## src/rtl/weight_dma_loader_pkg.sv

```systemverilog
// Shared definitions for the weight DMA path: layer-type encodings, FSM states
// and per-layer-type weight sizes (also used by the weight load controller).
package weight_dma_loader_pkg;

  typedef enum logic [1:0] {
    POINTWISE = 2'd0,
    DEPTHWISE = 2'd1,
    STANDARD  = 2'd2,
    LINEAR    = 2'd3
  } layer_type_e;

  typedef enum logic [2:0] {
    S_IDLE,
    S_REQ,
    S_DATA,
    S_DRAIN,
    S_DONE
  } dma_state_e;

  function automatic logic [31:0] layer_bytes(input logic [1:0] lt);
    logic [31:0] bytes;
    case (layer_type_e'(lt))
      POINTWISE: bytes = 32'd1024;
      DEPTHWISE: bytes = 32'd90;
      STANDARD:  bytes = 32'd900;
      LINEAR:    bytes = 32'd1024;
      default:   bytes = 32'd1024;
    endcase
    return bytes;
  endfunction

  function automatic logic [31:0] layer_words(input logic [1:0] lt);
    return (layer_bytes(lt) + 32'd3) >> 2;
  endfunction

  // High when the last word carries only its two low bytes.
  function automatic logic layer_tail_half(input logic [1:0] lt);
    return (layer_bytes(lt) % 32'd4) == 32'd2;
  endfunction

endpackage

```

## src/rtl/weight_dma_loader_fifo.sv

```systemverilog
// Small synchronous FIFO for DRAM beats; storage is registered and the head
// entry is presented directly, so a push is visible to the reader next cycle.
module weight_sync_fifo #(
  parameter int unsigned WIDTH = 32,
  parameter int unsigned DEPTH = 4
) (
  input  logic             clk,
  input  logic             rst_n,
  input  logic             push,
  input  logic [WIDTH-1:0] wdata,
  input  logic             pop,
  output logic [WIDTH-1:0] rdata,
  output logic             full,
  output logic             empty
);

  localparam int unsigned AW = $clog2(DEPTH);
  localparam logic [AW:0] PTR_ONE = 1;

  logic [WIDTH-1:0] mem [DEPTH];
  logic [AW:0]      wptr;
  logic [AW:0]      rptr;

  assign empty = (wptr == rptr);
  assign full  = (wptr[AW] != rptr[AW]) && (wptr[AW-1:0] == rptr[AW-1:0]);
  assign rdata = mem[rptr[AW-1:0]];

  always_ff @(posedge clk or negedge rst_n) begin
    if (!rst_n) begin
      wptr <= '0;
      rptr <= '0;
      for (int unsigned i = 0; i < DEPTH; i++) begin
        mem[i] <= '0;
      end
    end else begin
      if (push && !full) begin
        mem[wptr[AW-1:0]] <= wdata;
        wptr <= wptr + PTR_ONE;
      end
      if (pop && !empty) begin
        rptr <= rptr + PTR_ONE;
      end
    end
  end

endmodule

```

## src/rtl/weight_dma_loader.sv

```systemverilog
// Copies one layer's weights from DRAM into the GLB weight region using
// single-outstanding burst reads buffered through a small FIFO.
module weight_dma_loader
  import weight_dma_loader_pkg::*;
#(
  parameter int unsigned MAX_BURST  = 16,
  parameter int unsigned FIFO_DEPTH = 4
) (
  input  logic                         clk,
  input  logic                         rst_n,
  input  logic                         start_i,
  input  logic [1:0]                   layer_type_i,
  input  logic [31:0]                  dram_base_addr_i,
  input  logic [31:0]                  glb_base_addr_i,
  output logic                         dram_rd_req_o,
  output logic [31:0]                  dram_rd_addr_o,
  output logic [$clog2(MAX_BURST):0]   dram_rd_len_o,
  input  logic                         dram_rd_gnt_i,
  input  logic                         dram_rd_valid_i,
  input  logic [31:0]                  dram_rd_data_i,
  input  logic                         dram_rd_last_i,
  output logic                         dram_rd_ready_o,
  output logic                         glb_we_o,
  output logic [31:0]                  glb_waddr_o,
  output logic [31:0]                  glb_wdata_o,
  output logic [3:0]                   glb_wstrb_o,
  output logic                         busy_o,
  output logic                         done_o,
  output logic                         err_o
);

  localparam int unsigned LW = $clog2(MAX_BURST) + 1;

  dma_state_e state, state_nxt;

  logic [31:0]   dram_base_q;
  logic [31:0]   glb_base_q;
  logic [31:0]   total_q;
  logic          tail_half_q;
  logic [31:0]   words_req_q;
  logic [31:0]   beats_left_q;
  logic [31:0]   words_wr_q;
  logic          err_q;

  logic [31:0]   remain;
  logic [LW-1:0] burst_len;
  logic          fifo_full;
  logic          fifo_empty;
  logic [31:0]   fifo_rdata;
  logic          beat_acc;
  logic          glb_we;
  logic          final_beat;
  logic [31:0]   words_wr_nxt;

  assign remain       = total_q - words_req_q;
  assign burst_len    = (remain > 32'(MAX_BURST)) ? LW'(MAX_BURST) : remain[LW-1:0];
  assign beat_acc     = (state == S_DATA) && !fifo_full && dram_rd_valid_i;
  assign glb_we       = (state != S_IDLE) && !fifo_empty;
  assign final_beat   = (beats_left_q == 32'd1);
  assign words_wr_nxt = words_wr_q + {31'd0, glb_we};

  weight_sync_fifo #(
    .WIDTH (32),
    .DEPTH (FIFO_DEPTH)
  ) u_fifo (
    .clk   (clk),
    .rst_n (rst_n),
    .push  (beat_acc),
    .wdata (dram_rd_data_i),
    .pop   (glb_we),
    .rdata (fifo_rdata),
    .full  (fifo_full),
    .empty (fifo_empty)
  );

  always_ff @(posedge clk or negedge rst_n) begin
    if (!rst_n) begin
      state <= S_IDLE;
    end else begin
      state <= state_nxt;
    end
  end

  always_comb begin
    state_nxt       = state;
    dram_rd_req_o   = 1'b0;
    dram_rd_addr_o  = '0;
    dram_rd_len_o   = '0;
    dram_rd_ready_o = 1'b0;
    busy_o          = (state != S_IDLE);
    done_o          = 1'b0;
    err_o           = err_q;
    glb_we_o        = glb_we;
    glb_waddr_o     = '0;
    glb_wdata_o     = '0;
    glb_wstrb_o     = '0;

    if (glb_we) begin
      glb_waddr_o = glb_base_q + (words_wr_q << 2);
      glb_wdata_o = fifo_rdata;
      glb_wstrb_o = (tail_half_q && (words_wr_q == total_q - 32'd1)) ? 4'b0011 : 4'b1111;
    end

    case (state)
      S_IDLE: begin
        if (start_i) state_nxt = S_REQ;
      end
      S_REQ: begin
        dram_rd_req_o  = 1'b1;
        dram_rd_addr_o = dram_base_q + (words_req_q << 2);
        dram_rd_len_o  = burst_len;
        if (dram_rd_gnt_i) state_nxt = S_DATA;
      end
      S_DATA: begin
        dram_rd_ready_o = !fifo_full;
        if (beat_acc && final_beat) begin
          state_nxt = (words_req_q == total_q) ? S_DRAIN : S_REQ;
        end
      end
      S_DRAIN: begin
        // Leave on the cycle of the final write so done follows it directly;
        // every requested beat is already in the FIFO, so this also means empty.
        if (words_wr_nxt == total_q) state_nxt = S_DONE;
      end
      S_DONE: begin
        done_o    = 1'b1;
        state_nxt = S_IDLE;
      end
      default: state_nxt = S_IDLE;
    endcase
  end

  always_ff @(posedge clk or negedge rst_n) begin
    if (!rst_n) begin
      dram_base_q  <= '0;
      glb_base_q   <= '0;
      total_q      <= '0;
      tail_half_q  <= 1'b0;
      words_req_q  <= '0;
      beats_left_q <= '0;
      words_wr_q   <= '0;
      err_q        <= 1'b0;
    end else begin
      if ((state == S_IDLE) && start_i) begin
        dram_base_q  <= {dram_base_addr_i[31:2], 2'b00};
        glb_base_q   <= {glb_base_addr_i[31:2], 2'b00};
        total_q      <= layer_words(layer_type_i);
        tail_half_q  <= layer_tail_half(layer_type_i);
        words_req_q  <= '0;
        beats_left_q <= '0;
        words_wr_q   <= '0;
        err_q        <= 1'b0;
      end
      if ((state == S_REQ) && dram_rd_gnt_i) begin
        words_req_q  <= words_req_q + 32'(burst_len);
        beats_left_q <= 32'(burst_len);
      end
      if (beat_acc) begin
        beats_left_q <= beats_left_q - 32'd1;
        if (dram_rd_last_i != final_beat) err_q <= 1'b1;
      end
      if (glb_we) begin
        words_wr_q <= words_wr_q + 32'd1;
      end
    end
  end

endmodule
```

## config.mk

```make
export PLATFORM = sky130hd
export DESIGN_NAME = weight_dma_loader
export DESIGN_NICKNAME = d
export VERILOG_FILES = /design/src/rtl/weight_dma_loader_pkg.sv /design/src/rtl/weight_dma_loader_fifo.sv /design/src/rtl/weight_dma_loader.sv
export SDC_FILE = /design/constraint.sdc
export NUM_CORES = 1
export LEC_CHECK = 0
export BUFFER_PORTS_ARGS = -buffer_cell sky130_fd_sc_hd__clkbuf_2
export CAP_MARGIN = 0
export CORE_MARGIN = 3
export CORE_UTILIZATION = 65
export DETAILED_ROUTE_END_ITERATION = 12
export GPL_TIMING_DRIVEN = 0
export PLACE_DENSITY = 0.87
export SETUP_SLACK_MARGIN = 0.3
export SLEW_MARGIN = 20
export SYNTH_ARGS = -nofsm -noshare
export SYNTH_HDL_FRONTEND = slang
export SYNTH_HIERARCHICAL = 1
export SYNTH_SLANG_ARGS = --single-unit
```

## constraint.sdc

```tcl
create_clock -name clk -period 9 [get_ports clk]
set_input_delay 1.8 -clock clk [delete_from_list [all_inputs] [get_ports clk]]
set_output_delay 1.8 -clock clk [all_outputs]
set_load 0.03 [all_outputs]
```

## Yosys cells after proc, flatten, opt, wreduce, memory -nomap -nowiden

Index checks and enable logic that the tools add are counted.

| storage, ports and cells | value |
|---|---|
| input port bits | 104 |
| register bits after elaboration | 325 |

| cells by class | value |
|---|---|
| bitwise logic cells | 2 |
| eq/ne operators | 20 |
| add/subtract/negate cells | 11 |
| multiplexer cells | 32 |
| reductions and logical operators | 21 |
| order comparisons | 4 |

Operator list:

| operator | count |
|---|---|
| $mux 32 | 12 |
| $bwmux 128 | 1 |
| $pmux 32 s3 | 1 |
| $add 32x32->32 | 2 |
| $bmux 32 s2 | 1 |
| $demux 32 s2 | 1 |
| $eq 32x30->1 | 2 |
| $add 32x1->32 | 1 |
| $add 32x1->32 const B | 1 |
| $add 32x2->32 const B | 1 |
| $add 32x5->32 | 1 |
| $eq 32x1->1 const B | 1 |
| $eq 32x32->1 | 1 |
| $gt 32x5->1 const B | 1 |
| $sub 30x32->32 | 1 |
| $sub 32x1->32 const B | 1 |
| $sub 30x1->31 const B | 1 |
| $mux 3 | 4 |
| $pmux 3 s4 | 1 |
| $logic_and 1x1->1 | 11 |
| $mux 5 | 2 |
| $mux 4 | 2 |
| $add 3x1->3 const B | 2 |
| $eq 2x2->1 const B | 3 |
| other kinds (21) | 35 |

## Logic depth before layout (Yosys ltp)

Gate-level depths: netlist of the first run.

| logic depth | value |
|---|---|
| word-level depth | 8 |
| gate-level depth with buffers | 23 |
| gate-level depth less buffers | 22 |

## Modules after synthesis

The synthesis of the first run kept the hierarchy.

Modules (own cells, without submodules):

| module | instances | area an instance (um^2) | seq. area each (um^2) | cells each |
|---|---|---|---|---|
| weight_dma_loader | 1 | 13098.8 | 4129.0 | 1662 |
| weight_sync_fifo | 1 | 6530.0 | 3353.2 | 354 |

## Least setup slack after synthesis of the first run

Ideal clock, no wire load.

| path | value |
|---|---|
| kind | register to output |
| start | reg total_q[4] |
| end | out dram_rd_len_o[2] |
| data arrival time | 4.024 ns |
| stages on the path, launching flop included | 15 |
| path slack | 3.176 ns |
| buffers on the path | 1 |
| path through | dfrtp_1 > clkbuf_1 > inv_1 > fa_1 > nor2b_4 > o21ai_0 > a21boi_0 > o211ai_1 > a211o_1 > or4_1 > or4_4 > nor4_1 > nand2_1 > or2_2 > nor2_1 |

| on the way | value |
|---|---|
| cells in the longest elaborated chain, start to end | 4 |

RTL lines:

| element | line | source |
|---|---|---|
| start, declared | weight_dma_loader.sv:38 | `logic [31:0] total_q;` |
| start signal, assigned | weight_dma_loader.sv:147 | `total_q <= layer_words(layer_type_i);` |
| $sub 30x32->32 | weight_dma_loader.sv:55 | `assign remain = total_q - words_req_q;` |
| $gt 32x5->1 | weight_dma_loader.sv:56 | `assign burst_len = (remain > 32'(MAX_BURST)) ? LW'(MAX_BURST) : remain[LW-1:0];` |
| $mux 5 | weight_dma_loader.sv:56 |  |
| $mux 5 | weight_dma_loader.sv:104 | `case (state)` |
| end, declared | weight_dma_loader.sv:17 | `output logic [$clog2(MAX_BURST):0] dram_rd_len_o,` |

Every way passes these cells.

## Worst setup path after layout of the first run

| path | value |
|---|---|
| start | reg total_q[4] |
| end | reg words_req_q[28] |

| on the way | value |
|---|---|
| cells in the longest elaborated chain, start to end | 5 |

RTL lines:

| element | line | source |
|---|---|---|
| $sub 30x32->32 (*) | weight_dma_loader.sv:55 |  |
| $gt 32x5->1 | weight_dma_loader.sv:56 |  |
| $mux 5 (*) | weight_dma_loader.sv:56 |  |
| $add 32x5->32 (*) | weight_dma_loader.sv:155 | `words_req_q <= words_req_q + 32'(burst_len);` |
| $mux 32 (*) | weight_dma_loader.sv:154 | `if ((state == S_REQ) && dram_rd_gnt_i) begin` |
| end signal, assigned | weight_dma_loader.sv:155 |  |
| end, declared | weight_dma_loader.sv:40 | `logic [31:0] words_req_q;` |

Every way passes the cells marked *; elsewhere a longest branch is shown, timed or not.
A chain may end at the register's enable or synchronous reset.

==> results by group, run 1 <==
Power
  – Leak Pwr: 10.8 nW
  – P per Cell Area: 388 nW/um^2
  – Sw Pwr: 0.00400 W
  – IR drop worst, VDD: 0.000411 V
  – Total Power: 0.00870 W
  – Sw frac: 0.459
  – Internal power: 0.00471 W
  – Gate power share: 0.559
  – Part of the power in registers: 0.269
  – Clock power frac: 0.172

Critical path
  – Setup crit start: total_q[4]
  – Crit path max fanout: 10
  – Slowest-stage cell, CP: a21oi_1
  – Crit path required time: 9430 ps
  – Critical path buffers and inverters: 4
  – Crit path DAT: 7540 ps
  – Critical path class: reg -> reg
  – FF-to-FF Start: total_q[4]
  – Cell family with most CP delay: simple AND/OR/NAND/NOR gates
  – CP Launch Type: flop
  – Max incr delay on CP: 850 ps
  – CP Capture Type: flop
  – CP cell instances: clkbuf_1 > inv_1 > fa_1 > nor2b_4 > a31oi_1 > nor3_1 > o211ai_1 > a211o_1 > or4_1 > or4_4 > nor4_1 > nand2_1 > or2_2 > inv_1 > ha_1 > a21o_1 > o21a_1 > a21oi_1 > nand2b_1 > clkbuf_1 > o211ai_1 > o31ai_1

Clock network
  – CTS sink count: 299
  – CTS tree: done
  – Htree depth: 2
  – Worst-case clock buffer depth: 3
  – CTS Buf Count: 34
  – CTS Hold Bufs: 0
  – Worst skew pair latency: 540 ps
  – Setup Buffers After CTS: 0
  – Resized cells post-CTS: 0
  – Clock Pin Slew Worst Setup and Hold Paths: 60 ps
  – Root Driver: clkbuf_16

STA
  – Final Skew: 19.2 ps
  – Hold WS: 481 ps
  – Number of setup violations in the final report: 0
  – Fin crit share: 0.790
  – Hold Fails Final Rpt: 0
  – Max-slew violation count: 0
  – Least-Margin Pin Slew: 1090 ps
  – RSZ-0062 raised after global routing: false
  – Max Clock Freq: 141 MHz
  – Setup Total Neg Slack: 0 ps
  – Fin crit period: 7110 ps
  – Relative slew slack: 0.275

Placed design
  – Placer Congestion: 0.998
  – Port bufs: 206
  – Hpwl dp: 39,800 um

Logic synthesis
  – Largest cells by area after synthesis: dfrtp_1 38%, mux2_4 9.1%, nand2_1 6.1%
  – Ys async rst share: 1.00
  – FF+latch count, synth: 299
  – Mapped cell area: 19,600 um^2
  – Cell taking the most area after synthesis: dfrtp_1
  – Yosys warns: 6
  – Sequential area share after synthesis: 0.381
  – Post-synth top area share: 0.381
  – Main flop type after synthesis: dfrtp_1
  – EDFF count, synth: 0
  – Average size of a mapped cell: 9.74 um^2
  – Yosys cell types: 89
  – Gate Count Post-Synth: 2,016

Final layout
  – Final Net Count: 2,458
  – Ratio of cells with drive above 1 in the final layout: 0.216
  – # fillers: 1,939
  – # diodes: 0
  – P&R area growth vs syn: 14.4%

Floorplan
  – FP Rows: 62
  – Core area: 29,200 um^2
  – Die W: 180 um
  – I/O pin cnt: 215
  – Die Span Y: 180 um
  – Initial core utilization: 0.671
  – Die area: 32,300 um^2

Route
  – DR WL/cell: 21.4 um
  – Final wirelength: 57,400 um
  – Vias: 16,965
  – Number of remaining DRC errors: 0
  – Drt via density: 6.34
  – DRT Pass-1 Iters: 5
  – DRT antenna net count: 0
  – Initial drt markers: 1,497

Global routing
  – First-pass GRT wire length: 92,300 um
  – GRT Util Overall: 0.347
  – Largest net degree at the start of global routing: 95
  – Total grt overflow: 0
  – Initial antenna violation count: 0
  – Vias in the first global route: 17,244

Min path
  – Worst Hold Class: reg -> reg
  – Worst Min Path Start: glb_base_q[9]

Outcome
  – Status: finished, final reports clean

Run
  – Max Cap Violations: 0
==> placed cells by master (no fill, tap or decap), types with 8 or more instances in the layout <==
| cell type | instances |
|---|---|
| mux2_4 | 119 |
| o21ai_0 | 90 |
| nor2b_1 | 8 |
| buf_1 | 8 |
| mux2i_1 | 39 |
| clkbuf_2 | 208 |
| xnor2_1 | 47 |
| mux4_2 | 32 |
| clkbuf_8 | 10 |
| ha_1 | 86 |
| a21o_1 | 36 |
| clkbuf_16 | 34 |
| nor2_1 | 136 |
| or4_1 | 9 |
| nor4_1 | 19 |
| nand4_1 | 33 |
| a31oi_1 | 20 |
| and3_1 | 24 |
| o31ai_1 | 21 |
| nand2_1 | 319 |
| o21a_1 | 13 |
| xor2_1 | 36 |
| nand2b_1 | 16 |
| o211ai_1 | 27 |
| nor3_1 | 39 |
| o311ai_0 | 9 |
| or3_1 | 21 |
| buf_2 | 10 |
| mux2_2 | 17 |
| o41ai_1 | 8 |
| a21oi_1 | 65 |
| buf_6 | 13 |
| dfrtp_1 | 299 |
| clkbuf_1 | 85 |
| inv_1 | 52 |
| nand4b_1 | 10 |
| and2_1 | 47 |
| o21bai_1 | 11 |
| nand3_1 | 73 |
==> final timing paths <==
kind | cells past startpoint | end | slack (ps)
hold / removal | 2 | glb_base_q[9] | 480
max in group asynchronous | 3 | beats_left_q[17] | 6570
hold reg to reg | 2 | glb_base_q[9] | 480
min in group asynchronous | 1 | glb_base_q[18] | 1250
setup / recovery | 22 | words_req_q[28] | 1890
setup reg to reg | 22 | words_req_q[28] | 1890
==> flip-flops by register name (all words and copies together) (netlist names) <==
register      flops
err_o             1
u_fifo/mem      128
total_q           5
beats_left_q     32
glb_base_q       30
dram_base_q      30
words_wr_q       32
u_fifo/wptr       3
u_fifo/rptr       3
state             3
words_req_q      32
==> kinds of logic after synthesis <==
kind of cell	Yosys count	synth area share
AND/OR/NAND/NOR	791	0.193
multiplexers	207	0.157
XOR/XNOR	86	0.0407
adder cells (fa/ha/maj)	91	0.0594
buffers and inverters	173	0.0402
AO/OA/AOI/OAI	368	0.128
flip-flops	299	0.381
other	1	0.000191
==> cells in the mapped netlist (all sizes together) (5+ instances only) <==
cell and number:
nand2 319, inv 52, o21ai 91, nor3 41
mux4 32, clkbuf 81, or3 22, nand4 33
a21o 36, or2 7, nand3 74, xnor2 49
nand4b 10, nor4 19, ha 86, o22ai 6
o21bai 11, or4 12, and2 47, o311ai 9
a22o 5, a21oi 65, nand2b 16, nor3b 7
nor2 136, buf 38, o21a 13, nor2b 9
mux2i 39, and3 24, o31ai 21, a211oi 5
o211ai 29, o41ai 8, o31a 5, mux2 136
dfrtp 299, a31oi 24, o2111ai 6, xor2 37
==> per-layer routing <==
metal  track usage  vias up  share of wire
li1              -     7729              -
met1         0.455     8299           0.40
met2         0.571      757           0.47
met3        0.0564      180          0.072
met4         0.160        0          0.050
met5             0        -              0
==> worst reg2reg max path, stage by stage (launching register included) <==
cell and delay, ps:
dfrtp_1 450, clkbuf_1 350, inv_1 260, fa_1 550
nor2b_4 170, a31oi_1 90, nor3_1 210, o211ai_1 130
a211o_1 310, or4_1 530, or4_4 480, nor4_1 250
nand2_1 220, or2_2 380, inv_1 70, ha_1 270
a21o_1 200, o21a_1 170, a21oi_1 850, nand2b_1 380
clkbuf_1 430, o211ai_1 130, o31ai_1 120
==> power groups by stage <==
stage | logic, W | clock network [W] | registers, W
CTS | 0.00483 | 0.00151 | 0.00232
finish | 0.00486 | 0.00150 | 0.00234
floorplan | 0.00358 | 0 | 0.00216
detailed placement | 0.00472 | 0 | 0.00230
global placement | 0.00458 | 0 | 0.00226
global route | 0.00522 | 0.00156 | 0.00239
==> final cells by class <==
class	instances	area, um^2	share of cell area
plain buffers	119	587	0.0261
clock buffers	50	1000	0.0446
clock inverters	12	206	0.00920
inverters	54	203	0.00903
multi-input cells	1547	11400	0.506
flip-flops and latches	299	7480	0.333
well taps	384	480	0.0214
repair buffers	209	1120	0.0500
==> metrics by stage <==
stage,utilization,std cells,area [um^2],setup slack (ps)
final,0.768,2674,22500,1890
after detailed placement,0.726,2612,21200,2100
after global routing,0.768,2674,22500,1550
after global placement,0.723,2609,21200,-42.5
after CTS,0.768,2674,22500,1920
after floorplan,-,2019,19600,3180
(Power assumes the default switching activity.)
==> run 2, diff against run 1 <==
--- a/config.mk
+++ b/config.mk
@@ -5,13 +5,14 @@
 export SDC_FILE = /design/constraint.sdc
 export NUM_CORES = 1
 export LEC_CHECK = 0
+export ABC_AREA = 1
 export BUFFER_PORTS_ARGS = -buffer_cell sky130_fd_sc_hd__clkbuf_2
 export CAP_MARGIN = 0
 export CORE_MARGIN = 3
-export CORE_UTILIZATION = 65
+export CORE_UTILIZATION = 61
 export DETAILED_ROUTE_END_ITERATION = 12
 export GPL_TIMING_DRIVEN = 0
-export PLACE_DENSITY = 0.87
+export PLACE_DENSITY = 0.82
 export SETUP_SLACK_MARGIN = 0.3
 export SLEW_MARGIN = 20
 export SYNTH_ARGS = -nofsm -noshare
==> constraint.sdc (replaced) <==
create_clock -name clk -period 7.4 [get_ports clk]
set_input_delay 1.48 -clock clk [delete_from_list [all_inputs] [get_ports clk]]
set_output_delay 1.48 -clock clk [all_outputs]
set_load 0.03 [all_outputs]
==> run 2 against run 1 <==
Against the previous run:
- core utilization down 5.6 points
- count of clock-buffer cells in the layout up 1
- worst setup slack worse by 910 ps
- total power up 22%
- global-route usage up 3.6 points
- clock power up 20%
- synthesized area up 8.0%
- first-iteration DRC count up 64%
- cell area up 7.3%
- critical path depth down 3
- largest cell class unchanged
- highest routed layer is now met5
==> results by group, run 2 <==
Outcome
  – Status: finished, final reports clean (unchanged)

Logic synthesis
  – FF+latch count, synth: 299 (unchanged)
  – Sequential area share after synthesis: 0.353 (was 0.381)
  – Mapped cell area: 21,200 um^2 (was 19,600 um^2)
  – Post-synth top area share: 0.353 (was 0.381)
  – Yosys cell types: 64 (was 89)
  – Main flop type after synthesis: dfrtp_1 (unchanged)
  – Largest cells by area after synthesis: dfrtp_1 35%, nand2_1 16%, nor2_1 5.8% (was dfrtp_1 38%, mux2_4 9.1%, nand2_1 6.1%)
  – Count leader, synth: nand2_1 (unchanged)
  – Average size of a mapped cell: 6.87 um^2 (was 9.74 um^2)
  – Gate Count Post-Synth: 3,085 (was 2,016)
  – Ys async rst share: 1.00 (unchanged)
  – Cell taking the most area after synthesis: dfrtp_1 (unchanged)
  – EDFF count, synth: 0 (unchanged)
  – Yosys warns: 6 (unchanged)
  – Synth cell count leaders: 888 x nand2_1, 327 x nor2_1, 310 x inv_1, 299 x dfrtp_1, 204 x o21ai_0 (was 319 x nand2_1, 299 x dfrtp_1, 136 x nor2_1, 119 x mux2_4, 90 x o21ai_0)

Floorplan
  – Initial core utilization: 0.626 (was 0.671)
  – Die W: 192 um (was 180 um)
  – I/O pin cnt: 215 (unchanged)
  – Die Span Y: 192 um (was 180 um)
  – Core area: 33,900 um^2 (was 29,200 um^2)
  – FP Rows: 67 (was 62)
  – Die area: 37,000 um^2 (was 32,300 um^2)

Final layout
  – Commonest non-fill, non-tap cells in the layout: 888 x nand2_1, 327 x nor2_1, 310 x inv_1, 299 x dfrtp_1, 206 x clkbuf_2 (was 319 x nand2_1, 299 x dfrtp_1, 208 x clkbuf_2, 136 x nor2_1, 119 x mux2_4)
  – Max reg flops: 128 (unchanged)
  – Final non-filler cell total: 3,812 (was 2,674)
  – Post-Layout Inst Area: 24,100 um^2 (was 22,500 um^2)
  – FF/Latch Area: 7480 um^2 (unchanged)
  – P&R area growth vs syn: 13.6% (was 14.4%)
  – # fillers: 2,874 (was 1,939)
  – Final Net Count: 3,529 (was 2,458)
  – Ratio of cells with drive above 1 in the final layout: 0.117 (was 0.216)
  – Multi-input logic area: 11,900 um^2 (was 11,400 um^2)
  – Commonest non-fill, non-tap cell in the layout: nand2_1 (unchanged)
  – Most flop-heavy register: u_fifo/mem (unchanged)

Route
  – DR WL/cell: 18.8 um (was 21.4 um)
  – Initial drt markers: 2,457 (was 1,497)
  – Number of remaining DRC errors: 0 (unchanged)
  – DRT antenna net count: 0 (unchanged)
  – Vias: 22,999 (was 16,965)
  – DRT Pass-1 Iters: 6 (was 5)
  – Final wirelength: 71,500 um (was 57,400 um)
  – Drt via density: 6.03 (was 6.34)

STA
  – Setup Total Neg Slack: 0 ps (unchanged)
  – Max Clock Freq: 156 MHz
  – Relative slew slack: 0.258 (was 0.275)
  – Least-Margin Pin Slew: 1100 ps (was 1090 ps)
  – Fin crit share: 0.868
  – Max-slew violation count: 0 (unchanged)
  – Final Skew: 13.6 ps (was 19.2 ps)
  – Hold WS: 466 ps (was 481 ps)
  – RSZ-0062 raised after global routing: false (unchanged)
  – Hold Fails Final Rpt: 0 (unchanged)
  – Number of setup violations in the final report: 0 (unchanged)
  – Fin crit period: 6420 ps

Critical path
  – Crit path DAT: 4940 ps (was 7540 ps)
  – CP Launch Type: flop (unchanged)
  – Critical path class: reg -> out (was reg -> reg)
  – R2R depth: 28 (was 22)
  – CP Capture Type: primary output (was flop)
  – Crit path required time: 5920 ps (was 9430 ps)
  – Crit path max fanout: 6 (was 10)

Clock network
  – Worst skew pair latency: 550 ps (was 540 ps)
  – Clock Pin Slew Worst Setup and Hold Paths: 60 ps (about the same)
  – CTS Buf Count: 36 (was 34)
  – CTS sink count: 299 (unchanged)
  – CTS tree: done (unchanged)
  – Htree depth: 2 (unchanged)
  – Setup Buffers After CTS: 0 (unchanged)
  – CTS Hold Bufs: 0 (unchanged)
  – Worst-case clock buffer depth: 3 (unchanged)
  – Resized cells post-CTS: 0 (unchanged)
  – Root Driver: clkbuf_16 (unchanged)

Placed design
  – Placer Congestion: 0.988 (was 0.998)
  – Inst Count DP: 3,745 (was 2,612)
  – Hpwl dp: 53,500 um (was 39,800 um)
  – Placed inst area: 22,900 um^2 (was 21,200 um^2)
  – Port bufs: 206 (unchanged)

Power
  – Leak Pwr: 12.8 nW (was 10.8 nW)
  – Sw Pwr: 0.00562 W (was 0.00400 W)
  – Part of the power in registers: 0.241 (was 0.269)
  – Sw frac: 0.528 (was 0.459)
  – IR drop worst, VDD: 0.000418 V (was 0.000411 V)
  – Internal power: 0.00503 W (was 0.00471 W)
  – P per Cell Area: 442 nW/um^2 (was 388 nW/um^2)
  – Total Power: 0.0106 W (was 0.00870 W)
  – Clock power frac: 0.169 (was 0.172)
  – Gate power share: 0.590 (was 0.559)

Global routing
  – Total grt overflow: 0 (unchanged)
  – GRT Util Overall: 0.383 (was 0.347)
  – Initial antenna violation count: 6 (was 0)
  – First-pass GRT wire length: 113,000 um (was 92,300 um)
  – Largest net degree at the start of global routing: 94 (was 95)
  – Vias in the first global route: 21,887 (was 17,244)

Run
  – Max Cap Violations: 0 (unchanged)

Min path
  – Hold path cells: 2 (unchanged)
  – Worst Hold Class: reg -> reg (unchanged)
[run 2: cell types whose count changed after synthesis, sizes merged, moves of 28 or more]
cell,change
nand2,+585
inv,+276
nor2,+211
nand4,+146
mux2,-136
o21ai,+117
a21oi,+85
nand3,+85
and2,-45
xnor2,-38
o22ai,+37
mux2i,-32
mux4,-32
a21o,-28
[run 2: final cells by class]
| cell class | count | area share |
|---|---|---|
| multi-input combinational | 2329 | 0.492 |
| sequential | 299 | 0.311 |
| inverter | 328 | 0.0511 |
| timing repair buffer | 209 | 0.0466 |
| clock buffer | 51 | 0.0422 |
| buffer | 132 | 0.0272 |
| tap | 448 | 0.0233 |
| clock inverter | 12 | 0.00660 |
| antenna | 4 | 0.000416 |
[run 2: power by group through the flow]
stage | logic [W] | clock network, W | registers, W
after floorplan | 0.00440 | 0 | 0.00245
after global placement | 0.00596 | 0 | 0.00254
after detailed placement | 0.00610 | 0 | 0.00257
after CTS | 0.00616 | 0.00181 | 0.00255
after global routing | 0.00689 | 0.00188 | 0.00262
final | 0.00628 | 0.00180 | 0.00257
[run 2: metrics by stage]
stage          setup WS [ps]  utilization
5_1_grt                  982        0.711
3_3_place_gp           -1420        0.673
2_1_floorplan           2740            -
4_1_cts                 1180        0.711
6_report                 980        0.711
3_5_place_dp            1770        0.676
[run 2: cells by family (layout without fill, tap and decap cells)]
group	Yosys count	after routing	share of synthesized area
compound gates	473	473	0.124
xor+xnor	61	61	0.0252
fa+ha+maj	90	90	0.0545
buf+inv	460	732	0.0889
flops	299	299	0.353
mux	7	7	0.00330
other cells	1	8	0.000177
simple gates	1694	1694	0.351
[run 2: routing by layer]
metal / part of all wire / GRT usage
met5: 0.00038 / 0
met3: 0.11 / 0.0627
met1: 0.41 / 0.518
met4: 0.038 / 0.160
met2: 0.45 / 0.615
[run 2: final timing paths]
check | startpoint | to | slack (ps)
max | total_q[0] | dram_rd_len_o[2] | 980
min | u_fifo/mem[68] | u_fifo/mem[68] | 470
min reg2reg | u_fifo/mem[68] | u_fifo/mem[68] | 470
max in group asynchronous | rst_n | dram_base_q[24] | 5180
min in group asynchronous | rst_n | u_fifo/mem[24] | 940
max reg2reg | total_q[0] | words_req_q[17] | 1950
[run 2: worst max-delay path, stage by stage, from the launching register on]
cell	delay, ps
dfrtp_1	510
inv_1	140
ha_1	250
fa_1	430
inv_1	130
nand2_1	60
nand2_1	50
nand3_1	120
nand2_1	210
nand2_1	70
nand2_1	80
nand2_1	60
nor3_1	200
nand4_1	130
nor4_1	200
nand3_1	100
nor3_1	530
nand2_1	270
nor3_1	520
clkbuf_2	310
==> run 3, diff against run 2 <==
--- a/config.mk
+++ b/config.mk
@@ -8,6 +8,7 @@
 export ABC_AREA = 1
 export BUFFER_PORTS_ARGS = -buffer_cell sky130_fd_sc_hd__clkbuf_2
 export CAP_MARGIN = 0
+export CORE_ASPECT_RATIO = 0.8
 export CORE_MARGIN = 3
 export CORE_UTILIZATION = 61
 export DETAILED_ROUTE_END_ITERATION = 12
==> run 3 against run 2 <==
Against the previous run:
- core utilization about the same
- clock skew is 12 ps higher
- largest power group unchanged
- count of clock-buffer cells in the layout down 7
==> results by group, run 3 (synthesis gave the netlist of run 2 again) <==
Clock network
  – Resized cells post-CTS: 0 (unchanged)
  – Clock Pin Slew Worst Setup and Hold Paths: 60 ps (about the same)
  – Root Driver: clkbuf_16 (unchanged)
  – CTS tree: done (unchanged)
  – Worst-case clock buffer depth: 3 (unchanged)
  – CTS sink count: 299 (unchanged)
  – Setup Buffers After CTS: 0 (unchanged)
  – Htree depth: 2 (unchanged)
  – CTS Buf Count: 34 (was 36)
  – Worst skew pair latency: 560 ps (was 550 ps)
  – CTS Hold Bufs: 0 (unchanged)

STA
  – Fin crit share: 0.855 (was 0.868)
  – Max Clock Freq: 158 MHz (was 156 MHz)
  – Setup Total Neg Slack: 0 ps (unchanged)
  – Hold Fails Final Rpt: 0 (unchanged)
  – Least-Margin Pin Slew: 1130 ps (was 1100 ps)
  – Relative slew slack: 0.248 (was 0.258)
  – Number of setup violations in the final report: 0 (unchanged)
  – Final Skew: 26.0 ps (was 13.6 ps)
  – Fin crit period: 6330 ps (was 6420 ps)
  – Max-slew violation count: 0 (unchanged)
  – RSZ-0062 raised after global routing: false (unchanged)

Critical path
  – R2R Setup Slk: 1680 ps (was 1950 ps)
  – Slowest-stage cell, CP: nor3_1 (unchanged)
  – Crit path max fanout: 6 (unchanged)
  – R2R depth: 24 (was 28)
  – CP Launch Type: flop (unchanged)
  – Cell family with most CP delay: simple AND/OR/NAND/NOR gates (unchanged)
  – Crit path required time: 5920 ps (about the same)
  – CP Capture Type: primary output (unchanged)
  – FF-to-FF Start: u_fifo/rptr[1] (was total_q[0])
  – Dominant cell type by count on the critical path: nand2_1 (unchanged)
  – Critical path class: reg -> out (unchanged)
  – FF-to-FF End: state[0] (was words_req_q[17])
  – Crit path DAT: 4850 ps (was 4940 ps)
  – Max incr delay on CP: 600 ps (was 530 ps)
  – CP cell instances: inv_1 > ha_1 > fa_1 > inv_1 > nand2_1 > nand2_1 > nand3_1 > nand2_1 > nand2_1 > nand2_1 > nand2_1 > nor3_1 > nand4_1 > nor4_1 > nand3_1 > nor3_1 > nand2_1 > nor3_1 > clkbuf_2 (unchanged)
  – Critical path buffers and inverters: 3 (unchanged)

Placed design
  – Placer Congestion: 1.00 (was 0.988)
  – Port bufs: 206 (unchanged)
  – Hpwl dp: 54,500 um (was 53,500 um)
  – Inst Count DP: 3,762 (was 3,745)
  – Placed inst area: 22,900 um^2 (about the same)

Route
  – Drt via density: 6.09 (was 6.03)
  – DRT antenna net count: 0 (unchanged)
  – DRT Pass-1 Iters: 6 (unchanged)
  – Number of remaining DRC errors: 0 (unchanged)
  – DR WL/cell: 19.0 um (was 18.8 um)
  – Initial drt markers: 2,806 (was 2,457)
  – Vias: 23,272 (was 22,999)
  – Final wirelength: 72,700 um (was 71,500 um)

Power
  – Sw frac: 0.529 (was 0.528)
  – Leak Pwr: 12.8 nW (about the same)
  – Total Power: 0.0108 W (was 0.0106 W)
  – Gate power share: 0.589 (was 0.590)
  – Clock power frac: 0.172 (was 0.169)
  – Part of the power in registers: 0.239 (was 0.241)
  – Sw Pwr: 0.00570 W (was 0.00562 W)
  – IR drop worst, VDD: 0.000418 V (about the same)
  – P per Cell Area: 446 nW/um^2 (was 442 nW/um^2)
  – Internal power: 0.00507 W (was 0.00503 W)

Min path
  – Hold path cells: 2 (unchanged)
  – Worst Min Path Start: u_fifo/mem[36] (was u_fifo/mem[68])
  – Hold path endpoint: u_fifo/mem[36] (was u_fifo/mem[68])
  – Worst Hold Class: reg -> reg (unchanged)

Floorplan
  – FP Rows: 60 (was 67)
  – Core area: 33,900 um^2 (about the same)
  – Die Span Y: 173 um (was 192 um)
  – I/O pin cnt: 215 (unchanged)
  – Die area: 37,000 um^2 (about the same)
  – Die W: 214 um (was 192 um)
  – Initial core utilization: 0.625 (was 0.626)

Final layout
  – Final non-filler cell total: 3,824 (was 3,812)
  – Post-Layout Inst Area: 24,100 um^2 (about the same)
  – Final Net Count: 3,527 (was 3,529)
  – Ratio of cells with drive above 1 in the final layout: 0.118 (was 0.117)
  – Multi-input logic area: 11,900 um^2 (unchanged)
  – # fillers: 2,834 (was 2,874)
  – Final Core Density: 0.711 (about the same)
  – FF/Latch Area: 7480 um^2 (unchanged)
  – Commonest non-fill, non-tap cells in the layout: 888 x nand2_1, 327 x nor2_1, 310 x inv_1, 299 x dfrtp_1, 205 x clkbuf_2 (was 888 x nand2_1, 327 x nor2_1, 310 x inv_1, 299 x dfrtp_1, 206 x clkbuf_2)
  – Most flop-heavy register: u_fifo/mem (unchanged)
  – Commonest non-fill, non-tap cell in the layout: nand2_1 (unchanged)
  – P&R area growth vs syn: 13.9% (was 13.6%)
  – Max reg flops: 128 (unchanged)

Global routing
  – Total grt overflow: 0 (unchanged)
  – Largest net degree at the start of global routing: 91 (was 94)
  – GRT Util Overall: 0.382 (was 0.383)
  – First-pass GRT wire length: 116,000 um (was 113,000 um)
  – Vias in the first global route: 22,139 (was 21,887)
  – Initial antenna violation count: 0 (was 6)

Run
  – Max Cap Violations: 0 (unchanged)

Outcome
  – Status: finished, final reports clean (unchanged)
## run 3: cell count changes in the layout (fill, tap and decap cells not counted), sizes merged
cell / previous run / this run
inv: 329 / 332
clkinvlp: 2 / 1
bufinv: 3 / 5
clkbuf: 330 / 323
clkinv: 6 / 7
diode: 4 / 1
## run 3: per-layer routing
layer | up-vias | wire, um | part of all wire | GRT usage
met2 | 1502 | 32100 | 0.44 | 0.599
met5 | - | 0 | 0 | 0
met1 | 10805 | 29400 | 0.40 | 0.525
li1 | 10720 | - | - | -
met4 | 0 | 2750 | 0.038 | 0.141
met3 | 245 | 8440 | 0.12 | 0.0833
## run 3: worst max-delay path by stage
stage	from	endpoint	slack, ps	cells after the start
final	total_q[0]	dram_rd_len_o[2]	1070	19
after global placement	rst_n	beats_left_q[18]	-1380	1
after CTS	total_q[0]	dram_rd_len_o[1]	1220	19
after floorplan	total_q[0]	dram_rd_len_o[1]	2740	18
after global routing	total_q[0]	dram_rd_len_o[2]	850	19
after detailed placement	total_q[0]	dram_rd_len_o[1]	1810	19
## run 3: worst reg2reg max path, stage by stage (launching register included)
cell and delay, ps:
dfrtp_1 550, inv_2 130, nand2_1 90, nand2_1 70, nand3b_1 220, inv_1 60, a21oi_1 400, clkbuf_1 450
clkbuf_1 890, ha_1 310, inv_1 70, nor2_1 170, nand2_1 150, nor2_2 210, nand2_1 140, nor4_2 200
nand2_1 170, nor2_1 260, xor2_1 100, nor4_1 370, nand3_1 210, nand2_1 140, nand3b_1 120, nand2_1 70
o21ai_1 60
## run 3: power groups by stage
| stage | registers [W] | logic, W | clock network [W] |
|---|---|---|---|
| 2_1_floorplan | 0.00245 | 0.00440 | 0 |
| 3_3_place_gp | 0.00255 | 0.00598 | 0 |
| 3_5_place_dp | 0.00257 | 0.00614 | 0 |
| 4_1_cts | 0.00255 | 0.00620 | 0.00185 |
| 5_1_grt | 0.00262 | 0.00692 | 0.00193 |
| 6_report | 0.00257 | 0.00634 | 0.00185 |
## run 3: final cells by class
class / instances / share of cell area
antenna: 1 / 0.000104
clock inverter: 17 / 0.0111
sequential: 299 / 0.310
multi-input combinational: 2329 / 0.491
tap: 465 / 0.0241
clock buffer: 44 / 0.0393
timing repair buffer: 209 / 0.0465
buffer: 132 / 0.0271
inverter: 328 / 0.0510
## run 3: through the flow
step,setup WS (ps),hold slack (ps)
2_1_floorplan,2740,437
3_3_place_gp,-1380,448
3_5_place_dp,1810,454
4_1_cts,1220,468
5_1_grt,853,484
6_report,1070,469
